File: config.mk
export PLATFORM = sky130hd
export DESIGN_NAME = pcoeff_result_accumulator
export DESIGN_NICKNAME = d
export VERILOG_FILES = /design/src/rtl/pcoeff_result_accumulator_pkg.sv /design/src/rtl/pcoeff_result_accumulator_pow2_term_decoder.sv /design/src/rtl/pcoeff_result_accumulator.sv
export SDC_FILE = /design/constraint.sdc
export NUM_CORES = 1
export LEC_CHECK = 0
export CAP_MARGIN = 20
export CORE_UTILIZATION = 28
export DETAILED_ROUTE_END_ITERATION = 10
export DONT_BUFFER_PORTS = 1
export PLACE_DENSITY = 0.42
export SLEW_MARGIN = 40
export SYNTH_ARGS = -nofsm -noshare
export SYNTH_HDL_FRONTEND = slang
export SYNTH_HIERARCHICAL = 1
export SYNTH_SLANG_ARGS = --single-unit
File: constraint.sdc
create_clock -name clk -period 11.97 [get_ports clk]
set_input_delay 1.197 -clock clk [delete_from_list [all_inputs] [get_ports clk]]
set_output_delay 1.197 -clock clk [all_outputs]
set_load 0.01 [all_outputs]
File: src/rtl/pcoeff_result_accumulator_pkg.sv
// Shared definitions for the pcoeff result accumulator: connect-count width,
// default range limit and the batch state encoding.
package pcoeff_result_accumulator_pkg;

  localparam int unsigned CONNECT_COUNT_WIDTH       = 6;
  localparam int unsigned MAX_CONNECT_COUNT_DEFAULT = 35;

  typedef enum logic [1:0] {
    StIdle     = 2'd0,
    StAccum    = 2'd1,
    StComplete = 2'd2
  } accState_e;

endpackage

File: src/rtl/pcoeff_result_accumulator_pow2_term_decoder.sv
// Stage S1: registers an accepted result and decodes its connect count into a
// one-hot 2^resultCount term. Counts above the legal maximum give a zero term
// and raise outOfRange.
module pcoeff_result_accumulator_pow2_term_decoder
  import pcoeff_result_accumulator_pkg::*;
#(
  parameter int unsigned SUM_WIDTH         = 48,
  parameter int unsigned MAX_CONNECT_COUNT = MAX_CONNECT_COUNT_DEFAULT
) (
  input  logic                           clk,
  input  logic                           rst_n,
  input  logic                           inValid,
  input  logic [CONNECT_COUNT_WIDTH-1:0] resultCount,
  output logic                           outValid,
  output logic [SUM_WIDTH-1:0]           term,
  output logic                           outOfRange
);

  logic                 rangeBad;
  logic [SUM_WIDTH-1:0] termD;

  // Decode the count; a shift past SUM_WIDTH naturally yields zero.
  always_comb begin
    rangeBad = 32'(resultCount) > MAX_CONNECT_COUNT;
    termD    = '0;
    if (!rangeBad) begin
      termD = {{(SUM_WIDTH-1){1'b0}}, 1'b1} << resultCount;
    end
  end

  // S1 pipeline register.
  always_ff @(posedge clk or negedge rst_n) begin
    if (!rst_n) begin
      outValid   <= 1'b0;
      term       <= '0;
      outOfRange <= 1'b0;
    end else begin
      outValid   <= inValid;
      term       <= termD;
      outOfRange <= inValid && rangeBad;
    end
  end

endmodule

File: src/rtl/pcoeff_result_accumulator.sv
// Batch accumulator for the compute core's result stream: sums 2^resultCount
// over each announced batch and hands the sum and batch tag to the host FIFO
// through a single valid/ready output slot. Range, overflow and stray-result
// errors are sticky until reset.
module pcoeff_result_accumulator
  import pcoeff_result_accumulator_pkg::*;
#(
  parameter int unsigned EXTRA_DATA_WIDTH  = 14,
  parameter int unsigned COUNT_WIDTH       = 16,
  parameter int unsigned SUM_WIDTH         = 48,
  parameter int unsigned MAX_CONNECT_COUNT = MAX_CONNECT_COUNT_DEFAULT
) (
  input  logic                           clk,
  input  logic                           rst_n,
  input  logic                           batchStart,
  input  logic [COUNT_WIDTH-1:0]         batchExpected,
  input  logic [EXTRA_DATA_WIDTH-1:0]    batchTag,
  output logic                           batchStartReady,
  input  logic                           done,
  input  logic [CONNECT_COUNT_WIDTH-1:0] resultCount,
  input  logic [EXTRA_DATA_WIDTH-1:0]    extraDataIn,
  output logic                           sumValid,
  output logic [SUM_WIDTH-1:0]           sumOut,
  output logic [EXTRA_DATA_WIDTH-1:0]    sumTag,
  input  logic                           sumReady,
  output logic                           rangeError,
  output logic                           overflowError,
  output logic                           strayError,
  output logic [EXTRA_DATA_WIDTH-1:0]    strayTag
);

  logic [1:0]                  rstSyncQ;
  logic                        rstInt;
  accState_e                   stateQ, stateD;
  logic [COUNT_WIDTH-1:0]      expectedQ, issuedQ, receivedQ;
  logic [EXTRA_DATA_WIDTH-1:0] tagQ;
  logic [SUM_WIDTH-1:0]        accQ;
  logic                        s1Valid, s1OutOfRange;
  logic [SUM_WIDTH-1:0]        s1Term;
  logic [SUM_WIDTH:0]          addFull;
  logic                        accept, stray, startBatch, loadSlot;

  // Reset synchroniser: assertion is immediate, release waits two clocks.
  always_ff @(posedge clk or negedge rst_n) begin
    if (!rst_n) begin
      rstSyncQ <= 2'b00;
    end else begin
      rstSyncQ <= {rstSyncQ[0], 1'b1};
    end
  end
  assign rstInt = rstSyncQ[1];

  // issuedQ counts results already sent into S1, so anything past the last one is stray
  // even while earlier results are still in flight.
  assign accept          = done && (stateQ == StAccum) && (issuedQ != expectedQ);
  assign stray           = done && !accept;
  assign startBatch      = batchStart && (stateQ == StIdle);
  assign loadSlot        = (stateQ == StComplete) && (!sumValid || sumReady);
  assign addFull         = {1'b0, accQ} + {1'b0, s1Term};
  assign batchStartReady = (stateQ == StIdle);

  pcoeff_result_accumulator_pow2_term_decoder #(
    .SUM_WIDTH         (SUM_WIDTH),
    .MAX_CONNECT_COUNT (MAX_CONNECT_COUNT)
  ) u_decoder (
    .clk         (clk),
    .rst_n       (rstInt),
    .inValid     (accept),
    .resultCount (resultCount),
    .outValid    (s1Valid),
    .term        (s1Term),
    .outOfRange  (s1OutOfRange)
  );

  // Batch state machine: next state.
  always_comb begin
    stateD = stateQ;
    unique case (stateQ)
      StIdle: begin
        if (batchStart) begin
          stateD = (batchExpected == '0) ? StComplete : StAccum;
        end
      end
      StAccum: begin
        if (receivedQ == expectedQ) begin
          stateD = StComplete;
        end
      end
      StComplete: begin
        if (loadSlot) begin
          stateD = StIdle;
        end
      end
      default: stateD = StIdle;
    endcase
  end

  // State register.
  always_ff @(posedge clk or negedge rstInt) begin
    if (!rstInt) begin
      stateQ <= StIdle;
    end else begin
      stateQ <= stateD;
    end
  end

  // Batch bookkeeping and stage S2 accumulation.
  always_ff @(posedge clk or negedge rstInt) begin
    if (!rstInt) begin
      expectedQ <= '0;
      issuedQ   <= '0;
      receivedQ <= '0;
      tagQ      <= '0;
      accQ      <= '0;
    end else if (startBatch) begin
      expectedQ <= batchExpected;
      tagQ      <= batchTag;
      issuedQ   <= '0;
      receivedQ <= '0;
      accQ      <= '0;
    end else begin
      if (accept) begin
        issuedQ <= issuedQ + COUNT_WIDTH'(1);
      end
      if (s1Valid) begin
        accQ      <= addFull[SUM_WIDTH-1:0];
        receivedQ <= receivedQ + COUNT_WIDTH'(1);
      end
    end
  end

  // Sticky error flags; strayTag keeps the first offender only.
  always_ff @(posedge clk or negedge rstInt) begin
    if (!rstInt) begin
      rangeError    <= 1'b0;
      overflowError <= 1'b0;
      strayError    <= 1'b0;
      strayTag      <= '0;
    end else begin
      if (s1Valid && s1OutOfRange) begin
        rangeError <= 1'b1;
      end
      if (s1Valid && addFull[SUM_WIDTH]) begin
        overflowError <= 1'b1;
      end
      if (stray) begin
        strayError <= 1'b1;
        if (!strayError) begin
          strayTag <= extraDataIn;
        end
      end
    end
  end

  // Output slot: a load may coincide with the consumer draining the old entry.
  always_ff @(posedge clk or negedge rstInt) begin
    if (!rstInt) begin
      sumValid <= 1'b0;
      sumOut   <= '0;
      sumTag   <= '0;
    end else if (loadSlot) begin
      sumValid <= 1'b1;
      sumOut   <= accQ;
      sumTag   <= tagQ;
    end else if (sumValid && sumReady) begin
      sumValid <= 1'b0;
    end
  end

endmodule

* After elaboration in Yosys (flattened, before gate mapping) *
Cells that the tools add are included.
W data, S select, Z words.

word-level totals
  bits in registers = 244

cells by class
  add/subtract/negate cells = 3
  order comparisons = 1
  equal/unequal tests = 7
  shift operators = 1
  multiplexer cells = 14
  bitwise gates (word level) = 1
  reductions and logical operators = 19

operators with widths
  kind                     number
  $mux W48                 3
  $mux W16                 4
  $add A48 B48 Y49         1
  $shl A1 B6 Y48 const A   1
  $add A16 B1 Y16 const B  2
  $eq A16 B16 Y1           1
  $logic_not A16 Y1        1
  $ne A16 B16 Y1           1
  $logic_and A1 B1 Y1      9
  $mux W2                  4
  $gt A6 B6 Y1 const B     1
  $pmux W2 S3              1
  $reduce_bool A2 Y1       3
  $ne A2 B2 Y1 const B     2
  $reduce_and A3 Y1        1
  $eq A2 B1 Y1 const B     1
  $eq A2 B2 Y1 const B     1
  $logic_not A1 Y1         2
  $logic_not A2 Y1         1
  $mux W1                  2
  $ne A2 B1 Y1 const B     1
  $reduce_and A2 Y1        1
  $logic_or A1 B1 Y1       1
  $not A1 Y1               1

* Longest topological paths before layout *
Gate-level depths: netlist of the first run.

  depth in word-level cells = 6
  gate-level depth with buffers = 12
  mapped depth without buffers = 12

* Hierarchy *
Netlist of the first run, hierarchy kept.

by module, submodules not included
  module                                       instances  cells an instance  area each (um2)  seq. area each (um2)
  pcoeff_result_accumulator                    1          1066               10717.8          4854.7
  pcoeff_result_accumulator_pow2_term_decoder  1          104                1544.0           1251.2

* Least setup slack after synthesis of the first run *
Ideal clock, no wire load.

  path kind = register to register
  start = reg accQ[0]
  end = reg accQ[32]
  arrival time = 2.730 ns
  required time = 11.833 ns
  setup slack = 9.103 ns
  cell stages (with the launch flop) = 13
  path buffers = 0
  clock period less this slack = 2.867 ns
  cell sequence = dfrtp_1 > ha_1 > inv_1 > fa_1 > and2b_1 > o2111ai_2 > a2111oi_2 > nor2_2 > a31o_1 > a2111oi_2 > o21ai_0 > xnor2_1 > a21oi_1

on the way
  word-level cells in the longest chain between the ends = 3

RTL lines
  item                      RTL line                          RTL
  start: declaration        pcoeff_result_accumulator.sv:37   logic [SUM_WIDTH-1:0] accQ;
  start signal: assignment  pcoeff_result_accumulator.sv:126  accQ <= addFull[SUM_WIDTH-1:0];
  $add A48 B48 Y49          pcoeff_result_accumulator.sv:59   assign addFull = {1'b0, accQ} + {1'b0, s1Term};
  $mux W48                  pcoeff_result_accumulator.sv:125  if (s1Valid) begin
  $mux W48                  pcoeff_result_accumulator.sv:115  end else if (startBatch) begin

Every way passes these cells. The select of a mux whose other input is x is not followed.
A chain may end at the register's enable or synchronous reset.

* Worst setup path after layout of the first run *
Ends and elaborated chain as after synthesis.

==> results of run 1 <==
==> metrics by stage <==
stage          util (%)  setup WS (ns)  hold WS, ns  instances  power [W]
2_1_floorplan         -           4.67        0.331       1181   0.000906
3_3_place_gp       29.9           8.81        0.337       1726   0.000925
3_5_place_dp       30.0           8.78        0.340       1726   0.000926
4_1_cts            32.2           8.73        0.288       1778    0.00185
5_1_grt            32.2           8.50        0.291       1778    0.00189
6_report           32.2           8.80        0.320       1778    0.00181
==> flip-flops by register name (all words and copies together) (netlist names), 16 cells and up <==
register	count
u_decoder/term	48
accQ	48
receivedQ	16
expectedQ	16
issuedQ	16
sumOut	48
==> report_power, final <==
| group | total (W) | leakage (nW) | internal, W | switching, W |
|---|---|---|---|---|
| registers | 0.000844 | 3.09 | 0.000834 | 0.00000980 |
| logic | 0.0000642 | 2.94 | 0.0000224 | 0.0000419 |
| clock network | 0.000902 | 0.488 | 0.000543 | 0.000359 |
| total | 0.00181 | 6.52 | 0.00140 | 0.000411 |
==> cell families (layout without fill, tap and decap cells) <==
family	count (synthesis)	in the layout	share of synthesized area, %
buffers and inverters	66	78	2.14
and+or+nand+nor	421	421	16.2
DFF	244	244	49.8
muxes	110	110	9.77
xor gates and xnor gates	98	98	7.00
adders and majority gates	51	51	5.27
AOI/OAI and AO/OA	178	178	9.72
other	2	13	0.0612
==> worst max-delay path, cell delays in order (launching register included) <==
cell,delay (ns)
dfrtp_1,0.37
ha_1,0.18
inv_1,0.06
fa_1,0.40
and2b_1,0.25
o2111ai_2,0.14
a2111oi_2,0.42
nor2_2,0.13
a31o_1,0.26
a2111oi_2,0.41
o21ai_0,0.18
xnor2_1,0.16
a21oi_1,0.08
==> cell type report <==
type,count,area (sq um)
fillers,4498,29300
flip-flops and latches,244,6110
multi-input cells,871,5950
clock buffers,43,911
well taps,585,732
clock inverters,9,75.1
inverters,19,71.3
repair buffers,7,67.6
==> layout by cell type, fill, tap and decap left out, types with 10 or more instances in the layout <==
cell,count
nor2_1,122
inv_1,19
and3_1,16
ha_1,50
nand4_1,18
nor4_1,13
mux2_2,77
nand2b_1,10
xor2_1,66
dfrtp_1,242
a21o_1,24
mux2i_1,33
and2_1,10
a21oi_1,50
xnor2_1,32
o21ai_0,33
nand3_1,12
nand2_1,160
clkbuf_16,31
conb_1,13
==> routing by layer <==
layer / up-vias / GRT usage, % / share of wire, %
li1: 4047 / - / -
met1: 4220 / 19.9 / 48
met2: 122 / 23.4 / 46
met3: 35 / 2.72 / 3.7
met4: 0 / 3.15 / 2.1
met5: - / 0 / 0
==> worst min path at each step <==
stage	slack, ns	startpoint	endpoint	depth (start not counted)
2_1_floorplan	0.33	rstSyncQ[0]	rstSyncQ[1]	0
3_3_place_gp	0.34	rstSyncQ[1]	tagQ[10]	0
3_5_place_dp	0.34	rstSyncQ[1]	tagQ[10]	0
4_1_cts	0.29	rst_n	rstSyncQ[1]	0
5_1_grt	0.29	rst_n	rstSyncQ[1]	0
6_report	0.32	rstSyncQ[1]	tagQ[5]	0
==> flow_summary.ini, run 1 <==
[global_routing]
grt_pass1_wl_um = 50500
grt_max_degree = 77
gr-total-overflow = 0
grt_use_total_pct = 14.4
grt_pass1_vias = 8770
antenna_found_initial = 1

[setup_path]
worstPathArrival_ns = 3.58
start_kind = flop
rr_worst_depth = 12
cp_max_fo = 6
startpoint = accQ[0]
endpoint = accQ[32]
regToRegEndpoint = accQ[32]
reg2reg_slack_ns = 8.80
crit_type = flop to flop
crit_path_end_kind = flop
cp.required_ns = 12.38
r2r_start = accQ[0]

[logic_synthesis]
synth-edff-count = 0
yosysTopAreaCellShare_pct = 49.8
yosysWarningCount = 6
async_flop_share_pct = 100
synth_area_leaders = dfrtp_1 50%, mux2_2 7.1%, ha_1 5.1%, nand2_1 4.9%, xor2_1 4.7%
seq_area_frac_synth_pct = 49.8
synth.most_common_cell = dfrtp_1
yosys-top-cells-count = 244 x dfrtp_1, 161 x nand2_1, 123 x nor2_1
synth.distinct_cells = 73
yosys.area.top_type = dfrtp_1
ys_seq_elements = 244
avgSynthCellArea_sq_um = 10.5
netlist_area_sq_um = 12300
ys.flop_type = dfrtp_1
synth_cells = 1170

[clock_tree]
clockRootBuffer = clkbuf_16
postCtsHoldBufs = 0
clk_pin_slew_ns = 0.06
cts_resized = 0
cts_tree = built
cts_buffers = 30
cts_setup_buffers = 0
clk_latency_ns = 0.56
numClockSinks = 244
htree_levels = 1
clock_path_buffers = 3

[drt]
num_vias = 8424
drt_first_pass_iters = 4
viasPerCell = 4.74
detail_route.wl_per_cell_um = 17.8
routed_wl_um = 31700
first_iter_violations = 514
postRouteAntennaNets = 0
post-route-drc-count = 0

[floorplan]
die-area_sq_um = 44600
start_util_pct = 28.4
coreArea_sq_um = 43200
die_w_um = 211
die_h_um = 211
io_pins = 136
num_rows = 76

[sta]
slew_violations = 0
hold_viol_final = 0
finalCritPeriodShare_pct = 26.5
fin_worst_skew_ns = 0.00971
setup_viol = 0
slew_headroom_pct = 50.0
clock.fmax_mhz = 316
rsz0062_at_grt = false
fin_setup_tns_ns = 0
period_needed_ns = 3.17
tightest_slew_ns = 0.732

[min_path]
hold_class = flop to asynchronous set/reset pin

[finish]
area_growth_pct = 13.5
antenna_cells = 0
fin_area_sq_um = 13900
nNetsFinal = 1279
drive_above_1_share_pct = 13.4

[power_and_ir_drop]
p_leak_nw = 6.52
vdd_drop_max_uv = 101
p_per_area_nw_per_um2 = 130

[placement]
dp_hpwl_um = 21900
port_buffers = 0
gp_congestion = 0.823
place_area_sq_um = 12900

[flow_run]
maxCapViolations = 0

[run_status]
status = complete, no violations
No activity file was read; power rests on OpenSTA's default activity.
==> run 2: changes to the inputs <==
- PLACE_DENSITY: 0.42 -> 0.44
- clock period: 11.97 -> 2.8 ns (I/O delays scaled with it)
==> run 2 against run 1 <==
Effect of this change: the flow now finishes with violations (setup timing); global-route usage grew 0.80 points; largest power group unchanged; sequential power grew to 4.3 times the previous value; clock skew grew 0.010 ns; critical path depth is the same; non-clock buffer count grew 149; die area is the same; design area grew 11%; highest routed layer unchanged; routed wire length grew 5.2%; first-iteration DRC count shrank 25%.
==> flow_summary.ini, run 2 (synthesized netlist as in run 1, its figures left out) <==
[drt]
detail_route.wl_per_cell_um = 17.3
postRouteAntennaNets = 0
routed_wl_um = 33300
num_vias = 8996
post-route-drc-count = 0
drt_first_pass_iters = 5
viasPerCell = 4.66
first_iter_violations = 385

[power_and_ir_drop]
pwr-share-clk_pct = 49.9
p_int_w = 0.00615
switchingPower_w = 0.00186
swShare_pct = 23.2
p_per_area_nw_per_um2 = 518
p_leak_nw = 7.28
pwr-share-seq_pct = 45.1
vdd_drop_max_uv = 447
p_comb_share_pct = 5.0

[setup_path]
crit_type = flop to flop
reg2reg_slack_ns = -0.09
crit_path_end_kind = flop
worstPathArrival_ns = 3.32
start_kind = flop
critPathBufInv = 1
critPathMostFrequentCell = a2111oi_4
crit_family = compound AO/OA/AOI/OAI gates
worst_path_max_delay_cell = a2111oi_4
cp_max_fo = 3
cp.required_ns = 3.23
worstPathCellList = ha_2, inv_2, fa_2, and2b_1, o2111ai_2, a2111oi_4, nor2_2, a31o_1, a2111oi_4, o21ai_2, xnor2_1, a21oi_1
critical_path.max_stage_delay_ns = 0.40

[finish]
area_growth_pct = 26.1
layout_commonest_cell = dfrtp_1
largestRegisters = accQ: 48 flops, sumOut: 48 flops, u_decoder/term: 48 flops
nNetsFinal = 1428
antenna_cells = 0
fin_cells = 1930
mostFrequentLayoutCells = 242 x dfrtp_1, 159 x nand2_1, 120 x nor2_1, 94 x buf_4, 77 x mux2_2
fin_area_sq_um = 15500
final_util_pct = 35.8
drive_above_1_share_pct = 21.1

[run_status]
violations = setup timing
status = finished, violations left

[flow_run]
maxCapViolations = 0

[sta]
slew_violations = 0
clock.fmax_mhz = 346
fin_worst_skew_ns = 0.0199
setup_viol = 8
tightest_slew_ns = 0.717
hold_viol_final = 0
setup_ws_ns = -0.0942
slew_headroom_pct = 51.0
rsz0062_at_grt = true
period_needed_ns = 2.89
finalCritPeriodShare_pct = 103

[floorplan]
die_w_um = 211
num_rows = 76
io_pins = 136
die_h_um = 211
die-area_sq_um = 44600
start_util_pct = 28.4
coreArea_sq_um = 43200

[global_routing]
grt_max_degree = 74
grt_use_total_pct = 15.2
gr-total-overflow = 0
antenna_found_initial = 0
grt_pass1_wl_um = 53600
grt_pass1_vias = 9350

[clock_tree]
htree_levels = 1
clock_path_buffers = 3
cts_tree = built
cts_buffers = 30
clk_pin_slew_ns = 0.07
clk_latency_ns = 0.58
clockRootBuffer = clkbuf_16
numClockSinks = 244

[placement]
place_inst = 1815
gp_congestion = 0.871
dp_hpwl_um = 23000
port_buffers = 0
place_area_sq_um = 13600

[min_path]
hold_class = primary input to flop
-- run 2: cell types whose count changed in the layout (fill, tap and decap cells not counted), moves of 3 or more --
cell | before | now
o21ai_0 | 33 | 27
buf_12 | 0 | 5
clkbuf_8 | 9 | 6
a21oi_1 | 50 | 45
buf_4 | 3 | 94
ha_1 | 50 | 47
dlygate4sd3_1 | 0 | 56
o21ai_2 | 1 | 4
a21oi_2 | 1 | 6
buf_6 | 4 | 1
-- run 2: power groups by stage --
stage	clock [W]	combinational, W	sequential [W]
2_1_floorplan	0	0.000165	0.00371
3_3_place_gp	0	0.000323	0.00367
3_5_place_dp	0	0.000323	0.00367
4_1_cts	0.00413	0.000400	0.00361
5_1_grt	0.00427	0.000450	0.00361
6_report	0.00399	0.000404	0.00361
-- run 2: repair_timing --
| action | CTS | global route |
|---|---|---|
| hold endpoints to repair | 80 | 0 |
| hold buffers | 56 | 0 |
| pin swaps | 15 | 26 |
| resized for setup | 16 | 29 |
| buffers inserted | 1 | 3 |
| endpoints found under the setup margin | 15 | 32 |
-- run 2: metal layers --
layer | track usage (%) | up-vias | share of wire [%] | wire [um]
met3 | 3.14 | 37 | 4.9 | 1640
li1 | - | 4361 | - | -
met1 | 21.2 | 4448 | 48 | 15900
met2 | 23.8 | 150 | 45 | 15100
met4 | 3.95 | 0 | 2.1 | 685
met5 | 0 | - | 0 | 0
-- run 2: path summary, 6_finish.rpt --
path                                 from            endpoint  depth (start not counted)
min in group asynchronous     rstSyncQ[1]           sumOut[5]                          0
max in group asynchronous     rstSyncQ[1]          sumTag[11]                          1
min reg2reg                   rstSyncQ[1]           sumOut[5]                          0
max                               accQ[0]            accQ[32]                         12
max reg2reg                       accQ[0]            accQ[32]                         12
min                        resultCount[3]  u_decoder/term[15]                          2
-- run 2: per-stage QoR --
step                      total power [W]  hold WS (ns)  setup TNS, ns  setup WS, ns
after detailed placement          0.00400       -0.0155          -1.00        -0.169
after global routing              0.00834        0.0302          -2.57        -0.320
after CTS                         0.00814       0.00392          -1.01        -0.173
final                             0.00801        0.0263         -0.406       -0.0942
after floorplan                   0.00387       -0.0156              0        0.0144
after global placement            0.00400       -0.0155         -0.716        -0.135
-- run 2: layout make-up --
cell class              count  area, sq um
well taps                 585          732
repair buffers            156         1380
flip-flops and latches    244         6110
clock buffers              40          848
fillers                  4407        27700
inverters                  19         71.3
clock inverters            15          170
multi-input cells         871         6150
==> variant 1: new RTL, flow settings as in run 2 <==
`SUM_WIDTH` is set to 48 in 2 places; all go to 24.
--- a/src/rtl/pcoeff_result_accumulator_pow2_term_decoder.sv
+++ b/src/rtl/pcoeff_result_accumulator_pow2_term_decoder.sv
@@ -6,3 +6,3 @@
 #(
-  parameter int unsigned SUM_WIDTH         = 48,
+  parameter int unsigned SUM_WIDTH         = 24,
   parameter int unsigned MAX_CONNECT_COUNT = MAX_CONNECT_COUNT_DEFAULT
--- a/src/rtl/pcoeff_result_accumulator.sv
+++ b/src/rtl/pcoeff_result_accumulator.sv
@@ -9,3 +9,3 @@
   parameter int unsigned COUNT_WIDTH       = 16,
-  parameter int unsigned SUM_WIDTH         = 48,
+  parameter int unsigned SUM_WIDTH         = 24,
   parameter int unsigned MAX_CONNECT_COUNT = MAX_CONNECT_COUNT_DEFAULT
Interface: changed (resized sumOut); port bits go from 136 to 112. The function was not compared with the original's and may differ.
==> variant 1 against run 2 <==
Worst hold slack is essentially flat. Routed wire length shrank 38%. Design area shrank 36%. Setup slack gained 0.36 ns. Non-clock buffer count shrank 93. Area after synthesis shrank 32%. Global-route usage shrank 1.1 points. Highest routed layer unchanged. Largest cell class is now registers. Count of clock-buffer cells in the layout shrank 22. Total power grew 1.2%. Sequential cell count shrank 72.
==> variant 1: results (changes against run 2) <==
dp_cells: 1183  # was 1,815
max_stage_delay_ns: 0.42  # was 0.40 ns
vias_per_cell: 4.67  # was 4.66
synth_common_cells: "172 x dfrtp_1, 131 x nand2_1, 88 x nor2_1"  # was 244 x dfrtp_1, 161 x nand2_1, 123 x nor2_1
cts_buffers: 17  # was 30
finClkSkew_ns: 0.0170  # was 0.0199 ns
drive_gt1_share_pct: 13.4  # was 21.1%
ir_drop_uv: 350  # was 447 uV
post-dp-hpwl_um: 14400  # was 23,000 um
grt_pass1_wl_um: 33600  # was 53,600 um
total_power_w: 0.00810  # was 0.00801 W
vias: 5885  # was 8,996
insertion_delay_ns: 0.44  # was 0.58 ns
dpl_cell_area_um2: 8870  # was 13,600 um^2
cts.path.max_buffers: 2  # was 3
crit_slowest_cell: "a31oi_1"  # was a2111oi_4
status: "finished clean"  # was finished, violations left
drt_iter0_drc: 446  # was 385
grt_start_max_net_pins: 51  # was 74
reg.largest.list: "accQ (24), sumOut (24), u_decoder/term (24)"  # was accQ (48), sumOut (48), u_decoder/term (48)
ctsHoldBuffers: 46  # was 56
synth_cells: 812  # was 1,170
nNetsFinal: 940  # was 1,428
cts-resized-gates: 0  # was 16
area_delta_synth_final_pct: 18.6  # was 26.1%
power.leakage_nw: 4.80  # was 7.28 nW
hold_class: "input port to flip-flop"  # unchanged
slew_headroom_pct: 56.8  # was 51.0%
synth_cell_types: 63  # was 73
p_sw_share_pct: 33.9  # was 23.2%
grt_pass1_vias: 6043  # was 9,350
routabilityCongestion: 0.800  # was 0.871
postCtsSetupBuffers: 0  # was 1
crit_fanout: 6  # was 3
globalRouteTotalUtil_pct: 14.2  # was 15.2%
synth_area_leaders: "dfrtp_1 51%, mux2_2 6.4%, nand2_1 5.9%"  # was dfrtp_1 50%, mux2_2 7.1%, ha_1 5.1%
seq_area_frac_synth_pct: 51.3  # was 49.8%
-- variant 1: cell types whose count changed after synthesis, sizes merged, moves of 21 or more --
cell,delta
dfrtp,-72
nor2,-35
nand2,-32
mux2,-26
ha,-24
xor2,-21
-- variant 1: worst paths after layout --
| kind | start | slack (ns) | cells after the start | to |
|---|---|---|---|---|
| min in group asynchronous | rst_n | 0.06 | 1 | rstSyncQ[1] |
| min | done | 0.03 | 2 | strayError |
| max in group asynchronous | rstSyncQ[1] | 1.79 | 1 | expectedQ[15] |
| max | accQ[13] | 0.26 | 8 | accQ[23] |
| min reg2reg | rstSyncQ[1] | 0.30 | 0 | strayTag[9] |
| max reg2reg | accQ[13] | 0.26 | 8 | accQ[23] |
-- variant 1: cell type report --
class / instances / share of cell area (%)
clock inverters: 14 / 1.80
repair buffers: 63 / 6.16
clock buffers: 18 / 4.41
flip-flops and latches: 172 / 43.3
inverters: 14 / 0.528
well taps: 390 / 4.91
multi-input cells: 590 / 38.9
-- variant 1: power by group through the flow --
stage	logic [W]	registers, W	clock network, W
final	0.00185	0.00369	0.00256
after detailed placement	0.00180	0.00375	0
after CTS	0.00187	0.00371	0.00265
after floorplan	0.00147	0.00355	0
after global placement	0.00180	0.00374	0
after global routing	0.00211	0.00379	0.00276
-- variant 1: per-layer routing --
layer / vias up / part of all wire [%] / GRT usage, %
met5: - / 0 / 0
met1: 2876 / 49 / 19.4
met2: 105 / 45 / 22.0
met4: 0 / 1.4 / 4.38
li1: 2886 / - / -
met3: 18 / 4.2 / 3.39
-- variant 1: logic make-up after synthesis --
group                      synth area share (%)
AOI/OAI and AO/OA                          8.59
xor gates and xnor gates                   6.79
adders and majority gates                  4.12
buffers and inverters                      2.64
DFF                                        51.3
muxes                                      9.11
other                                    0.0447
and+or+nand+nor                            17.4
==> variant 2: new RTL, config.mk and constraints of run 2 <==
Made on the original files. Reset style: synchronous (`rstInt` and `rst_n`), changed in 6 clocked blocks.
--- a/src/rtl/pcoeff_result_accumulator_pow2_term_decoder.sv
+++ b/src/rtl/pcoeff_result_accumulator_pow2_term_decoder.sv
@@ -31,3 +31,3 @@
   // S1 pipeline register.
-  always_ff @(posedge clk or negedge rst_n) begin
+  always_ff @(posedge clk) begin
     if (!rst_n) begin
--- a/src/rtl/pcoeff_result_accumulator.sv
+++ b/src/rtl/pcoeff_result_accumulator.sv
@@ -43,3 +43,3 @@
   // Reset synchroniser: assertion is immediate, release waits two clocks.
-  always_ff @(posedge clk or negedge rst_n) begin
+  always_ff @(posedge clk) begin
     if (!rst_n) begin
@@ -98,3 +98,3 @@
   // State register.
-  always_ff @(posedge clk or negedge rstInt) begin
+  always_ff @(posedge clk) begin
     if (!rstInt) begin
@@ -107,3 +107,3 @@
   // Batch bookkeeping and stage S2 accumulation.
-  always_ff @(posedge clk or negedge rstInt) begin
+  always_ff @(posedge clk) begin
     if (!rstInt) begin
@@ -132,3 +132,3 @@
   // Sticky error flags; strayTag keeps the first offender only.
-  always_ff @(posedge clk or negedge rstInt) begin
+  always_ff @(posedge clk) begin
     if (!rstInt) begin
@@ -155,3 +155,3 @@
   // Output slot: a load may coincide with the consumer draining the old entry.
-  always_ff @(posedge clk or negedge rstInt) begin
+  always_ff @(posedge clk) begin
     if (!rstInt) begin
Function: differs if rst_n is asserted again (counterexample within 4 cycles, from zero or initial values and one cycle with rst_n low); with rst_n held inactive, the same outputs for 4 cycles.
==> variant 2 against run 2 <==
Core utilization fell by 1.3 points. Design area fell by 6.3%. Count of clock-buffer cells in the layout rose by 5. Setup slack improved by 0.20 ns. Area after synthesis fell by 2.7%. Maximum frequency rose by 7.5%. Total power fell by 1.2%. Sequential cell count did not move. Routed wire length rose by 2.6%.
==> variant 2: results (changes against run 2) <==
grt_start_max_net_pins: 63  # was 74
n_fill_cell: 4354  # was 4,407
synth_flop_cell: "dfxtp_1"  # was dfrtp_1
clkSlewWorstSetupHoldPaths_ns: 0.06
status: "finished clean"  # was finished, violations left
power_sequential_w: 0.00354  # was 0.00361 W
crit_fanout: 6  # was 3
dpl_cell_area_um2: 12700  # was 13,600 um^2
postCtsSetupBuffers: 0  # was 1
globalRouteTotalUtil_pct: 15.7  # was 15.2%
grt_pass1_vias: 9734  # was 9,350
power.leakage_nw: 5.57  # was 7.28 nW
drt_iter0_drc: 472  # was 385
seq_area_frac_synth_pct: 40.9  # was 49.8%
worstMarginPinSlew_ns: 0.763  # was 0.717 ns
grt_pass1_wl_um: 55100  # was 53,600 um
synth_cell_types: 79  # was 73
insertion_delay_ns: 0.56  # was 0.58 ns
post-dp-hpwl_um: 24300  # was 23,000 um
vias_per_cell: 4.88  # was 4.66
vias: 9729  # was 8,996
cts-resized-gates: 4  # was 16
powerComb_w: 0.000358  # was 0.000404 W
finClkSkew_ns: 0.00928  # was 0.0199 ns
crit_slowest_cell: "ha_2"  # was a2111oi_4
power.internal_w: 0.00615  # about the same
nNetsFinal: 1541  # was 1,428
synth_cells: 1364  # was 1,170
drive_gt1_share_pct: 11.1  # was 21.1%
wl_per_cell_um: 17.1  # was 17.3 um
ir_drop_uv: 389  # was 447 uV
cp.arrival_ns: 3.20  # was 3.32 ns
drtPass1Iterations: 4  # was 5
synth_common_cells: "244 x dfxtp_1, 236 x nand2_1, 96 x a21boi_0"  # was 244 x dfrtp_1, 161 x nand2_1, 123 x nor2_1
p_seq_share_pct: 44.8  # was 45.1%
routabilityCongestion: 0.840  # was 0.871
dp_cells: 1883  # was 1,815
-- variant 2: kinds of logic (layout without fill, tap and decap cells) --
| logic type | count (synthesis) | in the layout | synth area share, % |
|---|---|---|---|
| AOI/OAI and AO/OA | 299 | 299 | 17.6 |
| xor gates and xnor gates | 91 | 91 | 6.68 |
| adders and majority gates | 51 | 51 | 5.41 |
| buffers and inverters | 98 | 179 | 3.70 |
| DFF | 244 | 244 | 40.9 |
| muxes | 50 | 50 | 4.19 |
| other | 1 | 12 | 0.0314 |
| and+or+nand+nor | 530 | 530 | 21.5 |
-- variant 2: layout make-up --
| class | instances | area [um^2] | area share, % |
|---|---|---|---|
| clock inverters | 8 | 120 | 0.829 |
| clock buffers | 45 | 908 | 6.27 |
| repair buffers | 117 | 1060 | 7.30 |
| multi-input cells | 1033 | 6810 | 47.0 |
| flip-flops and latches | 244 | 4890 | 33.7 |
| inverters | 9 | 33.8 | 0.233 |
| well taps | 539 | 674 | 4.65 |
-- variant 2: critical path: cells and delay by family (launching register included) --
| family | cells | cell delay (ns) |
|---|---|---|
| simple gates | 5 | 1.20 |
| compound gates | 3 | 0.70 |
| fa+ha+maj | 1 | 0.41 |
| flops | 1 | 0.33 |
-- variant 2: path summary, 6_finish.rpt --
kind | depth (start not counted) | end | start | slack (ns)
hold reg to reg | 2 | tagQ[3] | tagQ[3] | 0.46
hold / removal | 4 | stateQ[0] | batchStart | 0.06
setup / recovery | 9 | accQ[43] | accQ[20] | 0.11
setup reg to reg | 9 | accQ[43] | accQ[20] | 0.11
-- variant 2: per-layer routing --
metal	global-route usage, %	up-vias	part of all wire (%)
met5	0	-	0
met1	21.7	4620	49
met4	4.39	0	1.9
li1	-	4919	-
met2	25.0	146	45
met3	2.73	44	4.1
